===== config.mk =====
export PLATFORM = sky130hd
export DESIGN_NAME = calc_cmd_scheduler
export DESIGN_NICKNAME = d
export VERILOG_FILES = /design/src/rtl/calc_cmd_scheduler.sv
export SDC_FILE = /design/constraint.sdc
export NUM_CORES = 1
export LEC_CHECK = 0
export BUFFER_PORTS_ARGS = -buffer_cell sky130_fd_sc_hd__buf_4
export CORE_ASPECT_RATIO = 0.8
export CORE_MARGIN = 3
export CORE_UTILIZATION = 48
export DETAILED_ROUTE_END_ITERATION = 8
export GPL_ROUTABILITY_DRIVEN = 0
export PLACE_DENSITY = 0.7
export SETUP_SLACK_MARGIN = 0.05
export SYNTH_ARGS = -nofsm -noshare
export SYNTH_HDL_FRONTEND = slang
export SYNTH_SLANG_ARGS = --single-unit

===== constraint.sdc =====
create_clock -name clock -period 5.5 [get_ports clock]
set_clock_uncertainty 0.2 [all_clocks]
set_input_delay 0 -clock clock [delete_from_list [all_inputs] [get_ports clock]]
set_output_delay 0 -clock clock [all_outputs]
set_load 0.01 [all_outputs]

===== src/rtl/calc_cmd_scheduler.sv =====
// -----------------------------------------------------------------------------
// calc_cmd_scheduler
//
// Purpose:
//   Buffers key codes from the keypad/debounce front end in a small FIFO and
//   issues them one at a time on the calculator core's 4-bit cmd bus. The
//   core's status handshake is 2'b10 ready, 2'b01 busy and 2'b00 error. Each
//   key reaches the core exactly once. Between commands the bus is parked on
//   IDLE_CMD.
//
// Parameters:
//   DEPTH       FIFO entries (power of two, >= 2)
//   IDLE_CMD    neutral code driven on cmd when no command is in flight
//   ACK_TIMEOUT cycles the core may stay ready after a command is presented
//               before that command is dropped (>= 1)
//
// Ports:
//   clock         system clock, rising edge
//   reset         asynchronous, active-high
//   key_valid     key code present this cycle
//   key_code      0-9 digit, 10-12 operator, 14 equals, 15 backspace
//   key_ready     FIFO can accept (not full, not in ERROR, out of reset)
//   calc_status   status from the calculator core
//   cmd           registered command to the core
//   fifo_count    current FIFO occupancy
//   overflow      sticky: a key was dropped because the FIFO was full
//   ack_timeout   sticky: a command was dropped because the core never went busy
//   calc_err      high while in ERROR (left only by reset)
//   issued_count  commands acknowledged by the core, wraps 255 -> 0
//
// Build option:
//   CALC_SCHED_BKSP_MERGE_EN  when defined, a backspace pushed while the
//   newest queued entry is a digit removes that digit instead of being
//   queued. When undefined, backspace is queued like any other code.
// -----------------------------------------------------------------------------
module calc_cmd_scheduler #(
  parameter int unsigned DEPTH       = 8,
  parameter logic [3:0]  IDLE_CMD    = 4'hD,
  parameter int unsigned ACK_TIMEOUT = 16
) (
  input  logic                   clock,
  input  logic                   reset,
  input  logic                   key_valid,
  input  logic [3:0]             key_code,
  output logic                   key_ready,
  input  logic [1:0]             calc_status,
  output logic [3:0]             cmd,
  output logic [$clog2(DEPTH):0] fifo_count,
  output logic                   overflow,
  output logic                   ack_timeout,
  output logic                   calc_err,
  output logic [7:0]             issued_count
);

  localparam int unsigned PTR_W = $clog2(DEPTH);
  localparam int unsigned CNT_W = PTR_W + 1;
  localparam int unsigned TMO_W = (ACK_TIMEOUT > 1) ? $clog2(ACK_TIMEOUT) : 1;

  localparam logic [1:0] STAT_ERROR = 2'b00;
  localparam logic [1:0] STAT_BUSY  = 2'b01;
  localparam logic [1:0] STAT_READY = 2'b10;

  localparam logic [CNT_W-1:0] FULL_COUNT = CNT_W'(DEPTH);
  localparam logic [TMO_W-1:0] TMO_LAST   = TMO_W'(ACK_TIMEOUT - 1);

  typedef enum logic [1:0] {
    ST_IDLE,
    ST_ISSUE,
    ST_WAIT_READY,
    ST_ERROR
  } state_t;

  state_t           state_q, state_d;
  logic [3:0]       cmd_q, cmd_d;
  logic [TMO_W-1:0] tmo_q, tmo_d;
  logic [7:0]       issued_q, issued_d;
  logic             overflow_q, overflow_d;
  logic             ack_tmo_q, ack_tmo_d;
  logic             rst_done_q;

  logic [3:0]       mem_q [DEPTH];
  logic [PTR_W-1:0] wr_ptr_q, wr_ptr_d;
  logic [PTR_W-1:0] rd_ptr_q, rd_ptr_d;
  logic [CNT_W-1:0] count_q, count_d;

  logic fifo_empty;
  logic fifo_full;
  logic ready_int;
  logic push_req;
  logic do_pop;
  logic do_write;
  logic do_merge;
  logic flush;

`ifdef CALC_SCHED_BKSP_MERGE_EN
  logic [PTR_W-1:0] newest_ptr;
`endif

  // ---------------------------------------------------------------------------
  // Issue FSM: next state, command register and handshake bookkeeping.
  // ---------------------------------------------------------------------------
  always_comb begin
    // NOTE: every output of this block gets a default first, so no path can
    // leave a value unassigned and infer a latch.
    state_d   = state_q;
    cmd_d     = cmd_q;
    tmo_d     = tmo_q;
    issued_d  = issued_q;
    ack_tmo_d = ack_tmo_q;
    do_pop    = 1'b0;

    // A core error outranks every other transition, from any live state.
    if (state_q != ST_ERROR && calc_status == STAT_ERROR) begin
      state_d = ST_ERROR;
      cmd_d   = IDLE_CMD;
    end else begin
      unique case (state_q)
        ST_IDLE: begin
          cmd_d = IDLE_CMD;
          if (!fifo_empty && calc_status == STAT_READY) begin
            do_pop  = 1'b1;
            cmd_d   = mem_q[rd_ptr_q];
            tmo_d   = '0;
            state_d = ST_ISSUE;
          end
        end
        ST_ISSUE: begin
          // Anything but busy counts as "not yet acknowledged", so an
          // undefined 2'b11 status cannot stall the bus forever.
          if (calc_status == STAT_BUSY) begin
            state_d = ST_WAIT_READY;
          end else if (tmo_q == TMO_LAST) begin
            ack_tmo_d = 1'b1;
            cmd_d     = IDLE_CMD;
            state_d   = ST_IDLE;
          end else begin
            tmo_d = tmo_q + 1'b1;
          end
        end
        ST_WAIT_READY: begin
          // cmd is held for the entire busy period, however long.
          if (calc_status == STAT_READY) begin
            cmd_d    = IDLE_CMD;
            issued_d = issued_q + 8'd1;
            state_d  = ST_IDLE;
          end
        end
        ST_ERROR: begin
          cmd_d = IDLE_CMD;
        end
      endcase
    end
  end

  // ---------------------------------------------------------------------------
  // FIFO control: push, pop, optional backspace merge, flush on error.
  // ---------------------------------------------------------------------------
  always_comb begin
    fifo_empty = (count_q == '0);
    fifo_full  = (count_q == FULL_COUNT);
    // A full FIFO rejects a push even when a pop happens in the same cycle.
    ready_int  = rst_done_q && !fifo_full && (state_q != ST_ERROR);
    push_req   = key_valid && ready_int;
    flush      = (state_d == ST_ERROR);
    do_merge   = 1'b0;

`ifdef CALC_SCHED_BKSP_MERGE_EN
    newest_ptr = wr_ptr_q - 1'b1;
    // The newest entry can only be cancelled if it is not leaving the FIFO
    // this cycle; when it is, the backspace is queued normally.
    if (push_req && key_code == 4'hF && !fifo_empty &&
        mem_q[newest_ptr] <= 4'd9 &&
        !(do_pop && count_q == CNT_W'(1))) begin
      do_merge = 1'b1;
    end
`endif

    do_write = push_req && !do_merge && !flush;

    if (flush) begin
      wr_ptr_d = '0;
      rd_ptr_d = '0;
      count_d  = '0;
    end else begin
      wr_ptr_d = wr_ptr_q;
      if (do_merge) begin
        wr_ptr_d = wr_ptr_q - 1'b1;
      end else if (do_write) begin
        wr_ptr_d = wr_ptr_q + 1'b1;
      end
      rd_ptr_d = do_pop ? rd_ptr_q + 1'b1 : rd_ptr_q;
      count_d  = count_q + CNT_W'(do_write) - CNT_W'(do_pop) - CNT_W'(do_merge);
    end

    // Dropped keys are only reported while the scheduler is live.
    overflow_d = overflow_q |
                 (key_valid && !ready_int && rst_done_q && state_q != ST_ERROR);
  end

  // ---------------------------------------------------------------------------
  // State registers.
  // ---------------------------------------------------------------------------
  always_ff @(posedge clock or posedge reset) begin
    if (reset) begin
      state_q    <= ST_IDLE;
      cmd_q      <= IDLE_CMD;
      tmo_q      <= '0;
      issued_q   <= '0;
      overflow_q <= 1'b0;
      ack_tmo_q  <= 1'b0;
      rst_done_q <= 1'b0;
      wr_ptr_q   <= '0;
      rd_ptr_q   <= '0;
      count_q    <= '0;
    end else begin
      // NOTE: non-blocking assignments here so every register samples the
      // pre-edge values regardless of statement order.
      state_q    <= state_d;
      cmd_q      <= cmd_d;
      tmo_q      <= tmo_d;
      issued_q   <= issued_d;
      overflow_q <= overflow_d;
      ack_tmo_q  <= ack_tmo_d;
      rst_done_q <= 1'b1;
      wr_ptr_q   <= wr_ptr_d;
      rd_ptr_q   <= rd_ptr_d;
      count_q    <= count_d;
    end
  end

  // NOTE: the storage array has no reset; the pointers and count define which
  // entries are valid, so stale contents are never observed.
  always_ff @(posedge clock) begin
    if (do_write) begin
      mem_q[wr_ptr_q] <= key_code;
    end
  end

  assign key_ready    = ready_int;
  assign cmd          = cmd_q;
  assign fifo_count   = count_q;
  assign overflow     = overflow_q;
  assign ack_timeout  = ack_tmo_q;
  assign calc_err     = (state_q == ST_ERROR);
  assign issued_count = issued_q;

endmodule

==> flow_metrics.tcl, run 1 <==
set metrics [dict create \
    grt_antenna_before_repair 0 \
    worst_slew_pin_slew_ns 0.6973 \
    h-tree-depth 3 \
    cp-start-kind "flip-flop" \
    outcome "completed" \
    clk_latency_ns 0.34 \
    ys_top_cells_by_area "edfxtp_1 34%, dfrtp_1 25%, mux4_2 5.5%, ha_1 4.4%, xnor2_1 3.4%" \
    finalHoldViolations 0 \
    grt_pass1_vias 1695 \
    setup_violations 0 \
    dieWidth_um 92.16 \
    synth_top_area_share_pct 33.71 \
    areaGrowthSynthToFinish_pct 20.37 \
    dr.pass1.iters 4 \
    ant_nets 0 \
    r2r_slack_ns 2.74 \
    start_util_pct 51.03 \
    synth_top_cell_by_area "edfxtp_1" \
    ctsResizeCount 0 \
    p_leak_nw 1.369 \
    postLayoutCellArea_sq_um 3431 \
    setup_tns_ns 0 \
    rsz0062_at_grt "no" \
    cts_tree "done" \
    cts_root_buf "clkbuf_8" \
    worstHoldPathType "primary input to async pin" \
    dieArea_sq_um 6904 \
    r2r_start "fifo_count[2]$_DFF_PP0_" \
    clock_tree.buffer_depth 2 \
    num_vias 1738 \
    nets 272 \
    yosysWarnings 0 \
    cp_slowest_stage_delay_ns 0.49 \
    crit_required_ns 5.53 \
    wl_per_cell_um 14.85 \
    drt-initial-drc-count 127 \
    antenna_cells 0 \
    timing.slew.headroom_pct 53.15 \
    dp_hpwl_um 3553 \
    crit_fanout 4 \
    slowest_stage "or3b_2" \
    postSynth.asyncResetShare_pct 49.21 \
    grtUsageTotal_pct 16.19 \
    grt_overflow 0 \
    drv_cap 0 \
    num_rows 24 \
    cts-hold-fix-buffers 9 \
    grt_max_degree 32 \
    min_period_ns 2.765 \
    die_y_um 74.92 \
    place_ws_ns 2.741 \
    path_class "flip-flop to flip-flop" \
    remaining_drc_errors 0 \
    max-vdd-ir-drop_mv 0.1959 \
    cts_sinks 63 \
    clk_pin_slew_ns 0.07 \
    nFillCells 450 \
    syn_nets 229 \
    stdcell_count 335 \
    fin_crit_sh_pct 50.27 \
    ys.flop_type "edfxtp_1" \
    synthCells 209 \
    post_cts_buffers 0 \
    crit_chain "inv_1, ha_1, or3b_2, and4_1, nand2b_1, ha_1, inv_1, ha_1, fa_1, xnor2_1, nor2_1" \
    seq_area_frac_synth_pct 61.06 \
    reg2reg_depth 11 \
    final_common_cell "edfxtp_1" \
    synth_seq_cells 63 \
    timing.final.ws_setup_ns 2.735 \
    worst-path-buf-inv 2 \
    mostFrequentLayoutCells "32 x edfxtp_1, 30 x buf_4, 28 x dfrtp_1, 18 x nor2_1, 12 x inv_1" \
    vias_per_cell 5.188 \
    avgSynthCellArea_sq_um 13.64 \
    arrival_ns 2.79 \
    end_kind "flip-flop" \
    port-buffer-count 28 \
    dpl.cell_count 310 \
    r2r_end "fifo_count[2]$_DFF_PP0_" \
    postPlaceCellArea_sq_um 3119 \
    cp_common_cell "ha_1" \
    p_per_area_nw_per_um2 327.9 \
    fmax_ghz 0.3617 \
    drv_slew 0 \
    ios 29 \
    synth_area_sq_um 2850 \
    cts_buffers 9 \
    synth_edf_count 32 \
    ys_types 47 \
    routed_wl_um 4975 \
    grt_pass1_wl_um 8314 \
    coreArea_sq_um 5585 \
    drive_gt1_share_pct 24.90 \
    cp_top_family "simple AND/OR/NAND/NOR gates" \
]
## per-layer routing
layer / vias to the layer above / track usage, % / wire length (um) / part of all wire [%]
met5: - / 0 / 0 / 0
met4: 0 / 6.919 / 87 / 1.7
met3: 9 / 4.995 / 285 / 5.7
met2: 41 / 23.38 / 2224 / 45
met1: 843 / 22.99 / 2377 / 48
li1: 845 / - / - / -
## worst max path at each step
stage                            start                      end  slack (ns)  cells after the start
2_1_floorplan  fifo_count[2]$_DFF_PP0_  fifo_count[3]$_DFF_PP0_        2.84                     12
3_3_place_gp   fifo_count[2]$_DFF_PP0_  fifo_count[3]$_DFF_PP0_        2.78                     11
3_5_place_dp   fifo_count[3]$_DFF_PP0_  fifo_count[3]$_DFF_PP0_        2.74                     11
4_1_cts        fifo_count[3]$_DFF_PP0_  fifo_count[2]$_DFF_PP0_        2.72                     10
5_1_grt        fifo_count[2]$_DFF_PP0_  fifo_count[3]$_DFF_PP0_        2.52                     11
6_report       fifo_count[2]$_DFF_PP0_  fifo_count[2]$_DFF_PP0_        2.74                     11
## worst reg2reg max path, cell delays in order (launching register included)
cell and delay [ns]:
dfrtp_1 0.37, inv_1 0.10, ha_1 0.15, or3b_2 0.49, and4_1 0.28, nand2b_1 0.09
ha_1 0.12, inv_1 0.04, ha_1 0.19, fa_1 0.39, xnor2_1 0.18, nor2_1 0.06
## cell type report
type	count	area, sq um	share of cell area [%]
clock buffer	10	127.6	3.720
sequential	63	1740	50.73
clock inverter	6	93.84	2.735
timing repair buffer	39	315.3	9.190
tap	78	97.59	2.845
inverter	12	45.04	1.313
multi-input combinational	127	1011	29.47
## metrics by stage
stage	power, mW	hold WS (ns)	utilization (%)
CTS	1.136	0.1067	61.42
finish	1.125	0.1045	61.42
floorplan	0.6413	-0.1011	-
global placement	0.6853	-0.08948	55.85
detailed placement	0.6885	-0.08447	55.85
global route	1.175	0.1365	61.42
## flip-flops by register name, indices dropped and copies added, names as in the netlist
| name | count |
|---|---|
| mem_q | 32 |
| issued_count | 8 |
| cmd | 4 |
| fifo_count | 4 |
| tmo_q | 4 |
| rd_ptr_q | 3 |
| wr_ptr_q | 3 |
| state_q | 2 |
| ack_timeout | 1 |
| overflow | 1 |
| rst_done_q | 1 |
## kinds of logic (layout without fill, tap and decap cells)
logic type,after synthesis,after routing,share of synthesized area (%)
mux,12,12,7.375
flops,63,63,61.06
buf+inv,19,67,3.468
other cells,1,1,0.1316
compound gates,24,24,5.576
fa+ha+maj,11,11,5.092
xor+xnor,14,14,4.302
simple gates,65,65,12.99
## Yosys cell counts, drive strengths merged (3+ instances only)
master and count:
dfstp 3, dfrtp 28, inv 12, nand2b 5, mux4 7, nor2 20
a31oi 4, buf 5, and3 3, edfxtp 32, nand4 3, nand3 7
o21ai 4, ha 10, xnor2 11, xor2 3, mux2i 3, nand2 11
a21oi 6
## power breakdown
part	total (mW)	internal, mW	switching, mW
registers	0.557	0.522	0.0345
logic	0.128	0.0659	0.0620
clock network	0.440	0.258	0.182
Note: power is estimated with default switching activity, not from simulation.
==> inputs of run 2 (changes only) <==
==> constraint.sdc (replaced) <==
create_clock -name clock -period 2.8 [get_ports clock]
set_clock_uncertainty 0.2 [all_clocks]
set_input_delay 0 -clock clock [delete_from_list [all_inputs] [get_ports clock]]
set_output_delay 0 -clock clock [all_outputs]
set_load 0.01 [all_outputs]
==> run 2 against run 1 <==
Effect of this change: die area did not move; power increased by 85%; non-clock buffer count up 7; combinational power up 110%; critical path type unchanged.
==> flow_metrics.tcl, run 2 (synthesized netlist as in run 1, its figures left out) <==
set metrics [dict create \
    outcome "completed" \
    setup_tns_ns 0 \
    fin_util_pct 61.90 \
    internal_power_mw 1.497 \
    worstHoldPathType "primary input to async pin" \
    nFillCells 448 \
    fin_crit_sh_pct 92.03 \
    drv_cap 0 \
    cts_sinks 63 \
    worstSetupStartpoint "fifo_count[2]$_DFF_PP0_" \
    start_util_pct 51.03 \
    grt_antenna_before_repair 0 \
    coreArea_sq_um 5585 \
    port-buffer-count 28 \
    max-vdd-ir-drop_mv 0.3436 \
    antenna_cells 0 \
    grt_overflow 0 \
    mostFrequentLayoutCells "37 x buf_4, 32 x edfxtp_1, 28 x dfrtp_1, 18 x nor2_1" \
    p_clk_share_pct 34.7 \
    die_y_um 74.92 \
    worst_slew_pin_slew_ns 0.5652 \
    dieWidth_um 92.16 \
    top_register "mem_q" \
    ant_nets 0 \
    vias_per_cell 5.023 \
    crit_chain "inv_2, ha_1, or3b_4, and4_4, nand2b_1, ha_1, inv_1, ha_2, fa_1, inv_1, nor2_1" \
    clk_pin_slew_ns 0.08 \
    cp-start-kind "flip-flop" \
    cts_root_buf "clkbuf_8" \
    grt_max_degree 32 \
    h-tree-depth 3 \
    grtUsageTotal_pct 16.21 \
    cts_tree "done" \
    r2r_start "fifo_count[2]$_DFF_PP0_" \
    dp_hpwl_um 3538 \
    grt_pass1_vias 1686 \
    wl_per_cell_um 14.98 \
    place_ws_ns 0.04410 \
    remaining_drc_errors 0 \
    switching_share_pct 28.07 \
    num_rows 24 \
    nets 279 \
    slowest_stage "fa_1" \
    fmax_ghz 0.3881 \
    ios 29 \
    p_leak_nw 1.390 \
    drive_gt1_share_pct 28.79 \
    timing.slew.headroom_pct 62.03 \
    path_class "flip-flop to flip-flop" \
    num_vias 1718 \
    areaGrowthSynthToFinish_pct 21.29 \
    switching_power_mw 0.5839 \
    dieArea_sq_um 6904 \
    dr.pass1.iters 4 \
    largest_reg_flops 32 \
    arrival_ns 2.61 \
    grt_pass1_wl_um 8418 \
    end_kind "flip-flop" \
    stdcell_count 342 \
    cp_slowest_stage_delay_ns 0.42 \
    rsz0062_at_grt "no" \
    routed_wl_um 5122 \
    setup_violations 0 \
    drv_slew 0 \
    clock_tree.buffer_depth 2 \
    min_period_ns 2.577 \
    finalHoldViolations 0 \
    crit_fanout 4 \
    dpl.cell_count 316 \
    cts_buffers 9 \
    timing.final.ws_setup_ns 0.2231 \
    p_per_area_nw_per_um2 601.9 \
    crit_required_ns 2.83 \
    final_common_cell "buf_4" \
    clk_latency_ns 0.34 \
    p_seq_share_pct 52.2 \
    drt-initial-drc-count 67 \
    p_comb_share_pct 13.1 \
]
## run 2: worst paths after layout
kind,end,slack (ns),cells after the start
worst max-delay path,fifo_count[1]$_DFF_PP0_,0.22,11
worst min-delay path,fifo_count[3]$_DFF_PP0_,0.14,4
worst max register to register,fifo_count[1]$_DFF_PP0_,0.22,11
worst min register to register,issued_count[7]$_DFFE_PP0P_,0.27,1
max in group asynchronous,cmd[0]$_DFFE_PP1P_,1.93,4
min in group clock,mem_q[7][2]$_DFFE_PP_,0.24,2
## run 2: worst max-delay path, delay by kind of cell, from the launching register on
family / cells / cell delay, ns
fa+ha+maj: 4 / 0.96
buf+inv: 3 / 0.21
flops: 1 / 0.40
simple gates: 4 / 0.71
## run 2: power groups by stage
stage          sequential [mW]  combinational [mW]  clock (mW)
2_1_floorplan             1.10               0.160           0
3_5_place_dp              1.10               0.257           0
4_1_cts                   1.08               0.273       0.741
6_report                  1.09               0.273       0.722
3_3_place_gp              1.10               0.250           0
5_1_grt                   1.09               0.302       0.784
## run 2: final cells by class
cell class	count	area, sq um	area share (%)
Tap cell	78	97.59	2.823
Sequential cell	63	1740	50.34
Clock inverter	7	60.06	1.737
Inverter	12	45.04	1.303
Timing Repair Buffer	46	367.9	10.64
Multi-Input combinational cell	127	1022	29.57
Clock buffer	9	123.9	3.583
## run 2: through the flow
stage               hold slack (ns)  area (sq um)  total power, mW
floorplan                   -0.1011          2850            1.260
global placement           -0.08520          3164            1.353
detailed placement         -0.07398          3164            1.362
CTS                          0.1071          3441            2.099
global route                 0.1556          3457            2.179
finish                       0.1356          3457            2.081
## run 2: per-layer routing
layer	vias up	GRT usage, %	routed length, um
li1	864	-	-
met1	815	22.86	2551
met2	33	23.54	2291
met3	6	6.494	233
met4	0	4.448	44
met5	-	0	0
## run 2: what timing repair did
action                     CTS  global route
setup endpoints to repair    3             3
resized for setup            1             4
hold buffers                 9             0
hold endpoints to repair    71             0
gates cloned                 0             0
buffers inserted             0             1
==> inputs of run 3 (changes only) <==
--- a/config.mk
+++ b/config.mk
@@ -12,6 +12,7 @@
 export DETAILED_ROUTE_END_ITERATION = 8
 export GPL_ROUTABILITY_DRIVEN = 0
 export PLACE_DENSITY = 0.7
+export RECOVER_POWER = 25
 export SETUP_SLACK_MARGIN = 0.05
 export SYNTH_ARGS = -nofsm -noshare
 export SYNTH_HDL_FRONTEND = slang
==> run 3 against run 2 <==
Effect of this change: the flow now finishes with violations (max-capacitance violations, max-slew violations); worst hold slack gained 0.14 ns; sequential share of layout area is 0.27 points higher; sequential power hardly changed; critical path type unchanged; critical endpoint unchanged.
==> flow_metrics.tcl, run 3 (synthesized netlist as in run 1, its figures left out) <==
set metrics [dict create \
    remaining_drc_errors 0 \
    clock_tree.buffer_depth 2 \
    start_util_pct 51.03 \
    min_period_ns 2.577 \
    timing.slew.headroom_pct -15.20 \
    crit_fanout 4 \
    grt_antenna_before_repair 0 \
    cts_root_buf "clkbuf_8" \
    dieArea_sq_um 6904 \
    cts_sinks 63 \
    dr.pass1.iters 4 \
    grt_overflow 0 \
    fin_crit_sh_pct 92.04 \
    routed_wl_um 5108 \
    fmax_ghz 0.3880 \
    p_per_area_nw_per_um2 604.5 \
    cts_tree "done" \
    drive_gt1_share_pct 26.89 \
    violations "max-capacitance violations, max-slew violations" \
    outcome "finished, violations left" \
    path_class "flip-flop to flip-flop" \
    setup_violations 0 \
    mostFrequentLayoutCells "32 x edfxtp_1, 31 x buf_4, 28 x dfrtp_1, 18 x nor2_1" \
    cp-start-kind "flip-flop" \
    drt-initial-drc-count 53 \
    finalHoldViolations 0 \
    crit_required_ns 2.84 \
    p_seq_share_pct 52.3 \
    end_kind "flip-flop" \
    p_leak_nw 1.372 \
    die_y_um 74.92 \
    num_rows 24 \
    vias_per_cell 5.003 \
    nets 279 \
    holdCritStartpoint "issued_count[7]$_DFFE_PP0P_" \
    cts_buffers 9 \
    areaGrowthSynthToFinish_pct 20.63 \
    worstHoldPathType "flip-flop to flip-flop" \
    place_ws_ns 0.04410 \
    num_vias 1711 \
    ant_nets 0 \
    switching_power_mw 0.5851 \
    grt_max_degree 32 \
    switching_share_pct 28.15 \
    rsz0062_at_grt "no" \
    antenna_cells 0 \
    ios 29 \
    worstSetupStartpoint "fifo_count[2]$_DFF_PP0_" \
    max-vdd-ir-drop_mv 0.3417 \
    worst_slew_pin_slew_ns 1.728 \
    arrival_ns 2.61 \
    largest_reg_flops 32 \
    setup_tns_ns 0 \
    clk_pin_slew_ns 0.08 \
    h-tree-depth 3 \
    p_clk_share_pct 34.8 \
    timing.final.ws_setup_ns 0.2230 \
    coreArea_sq_um 5585 \
    r2r_start "fifo_count[2]$_DFF_PP0_" \
    drv_slew 32 \
    grtUsageTotal_pct 16.21 \
    dieWidth_um 92.16 \
    p_comb_share_pct 12.9 \
    top_register "mem_q" \
    grt_pass1_vias 1686 \
    grt_pass1_wl_um 8418 \
    clk_latency_ns 0.34 \
    port-buffer-count 28 \
    drv_cap 1 \
    final_common_cell "edfxtp_1" \
    dp_hpwl_um 3538 \
    internal_power_mw 1.493 \
    wl_per_cell_um 14.94 \
]
-- run 3: worst max-delay path, stage by stage (launching register included) --
cell,delay [ns]
dfrtp_1,0.40
inv_2,0.08
ha_1,0.14
or3b_4,0.39
and4_4,0.21
nand2b_1,0.07
ha_1,0.22
inv_1,0.06
ha_2,0.18
fa_1,0.42
inv_1,0.07
nor2_1,0.04
-- run 3: stage by stage --
step                util (%)  hold slack, ns  cell area [sq um]  std cells  power, mW
floorplan                  -         -0.1011               2850        209      1.260
global placement       56.65        -0.08520               3164        316      1.353
detailed placement     56.65        -0.07398               3164        316      1.362
CTS                    61.60          0.1071               3441        341      2.099
global route           61.56          0.2881               3438        342      2.176
finish                 61.56          0.2724               3438        342      2.078
-- run 3: power by group through the flow --
stage          registers (mW)  clock network, mW  logic (mW)
2_1_floorplan            1.10                  0       0.160
3_3_place_gp             1.10                  0       0.250
3_5_place_dp             1.10                  0       0.257
4_1_cts                  1.08              0.741       0.273
5_1_grt                  1.09              0.784       0.299
6_report                 1.09              0.724       0.268
-- run 3: per-layer routing --
metal  share of wire, %  wire (um)  global-route usage, %  vias to the layer above
li1                   -          -                      -                      864
met3                3.6        184                  6.494                        5
met2                 45       2284                  23.54                       24
met4                1.2         61                  4.448                        0
met5                  0          0                      0                        -
met1                 50       2576                  22.86                      818
-- run 3: timing repair --
item | CTS | global route
buffers inserted | 0 | 1
hold buffers | 9 | 0
endpoints found under the hold margin | 71 | 0
pin swaps | 0 | 0
setup endpoints to repair | 3 | 3
gates resized for setup | 1 | 4
-- run 3: path summary, 6_finish.rpt --
path | to | slack, ns | cells past startpoint
max | fifo_count[1]$_DFF_PP0_ | 0.22 | 11
min | issued_count[7]$_DFFE_PP0P_ | 0.27 | 1
max reg2reg | fifo_count[1]$_DFF_PP0_ | 0.22 | 11
min reg2reg | issued_count[7]$_DFFE_PP0P_ | 0.27 | 1
max in group asynchronous | tmo_q[3]$_DFFE_PP0P_ | 0.74 | 4
min in group asynchronous | fifo_count[3]$_DFF_PP0_ | 0.65 | 4
-- run 3: final cells by class --
| cell class | count | area, sq um |
|---|---|---|
| Clock buffer | 9 | 123.9 |
| Clock inverter | 7 | 60.06 |
| Fill cell | 458 | 2147 |
| Inverter | 12 | 45.04 |
| Multi-Input combinational cell | 127 | 1022 |
| Sequential cell | 63 | 1740 |
| Tap cell | 78 | 97.59 |
| Timing Repair Buffer | 46 | 349.1 |
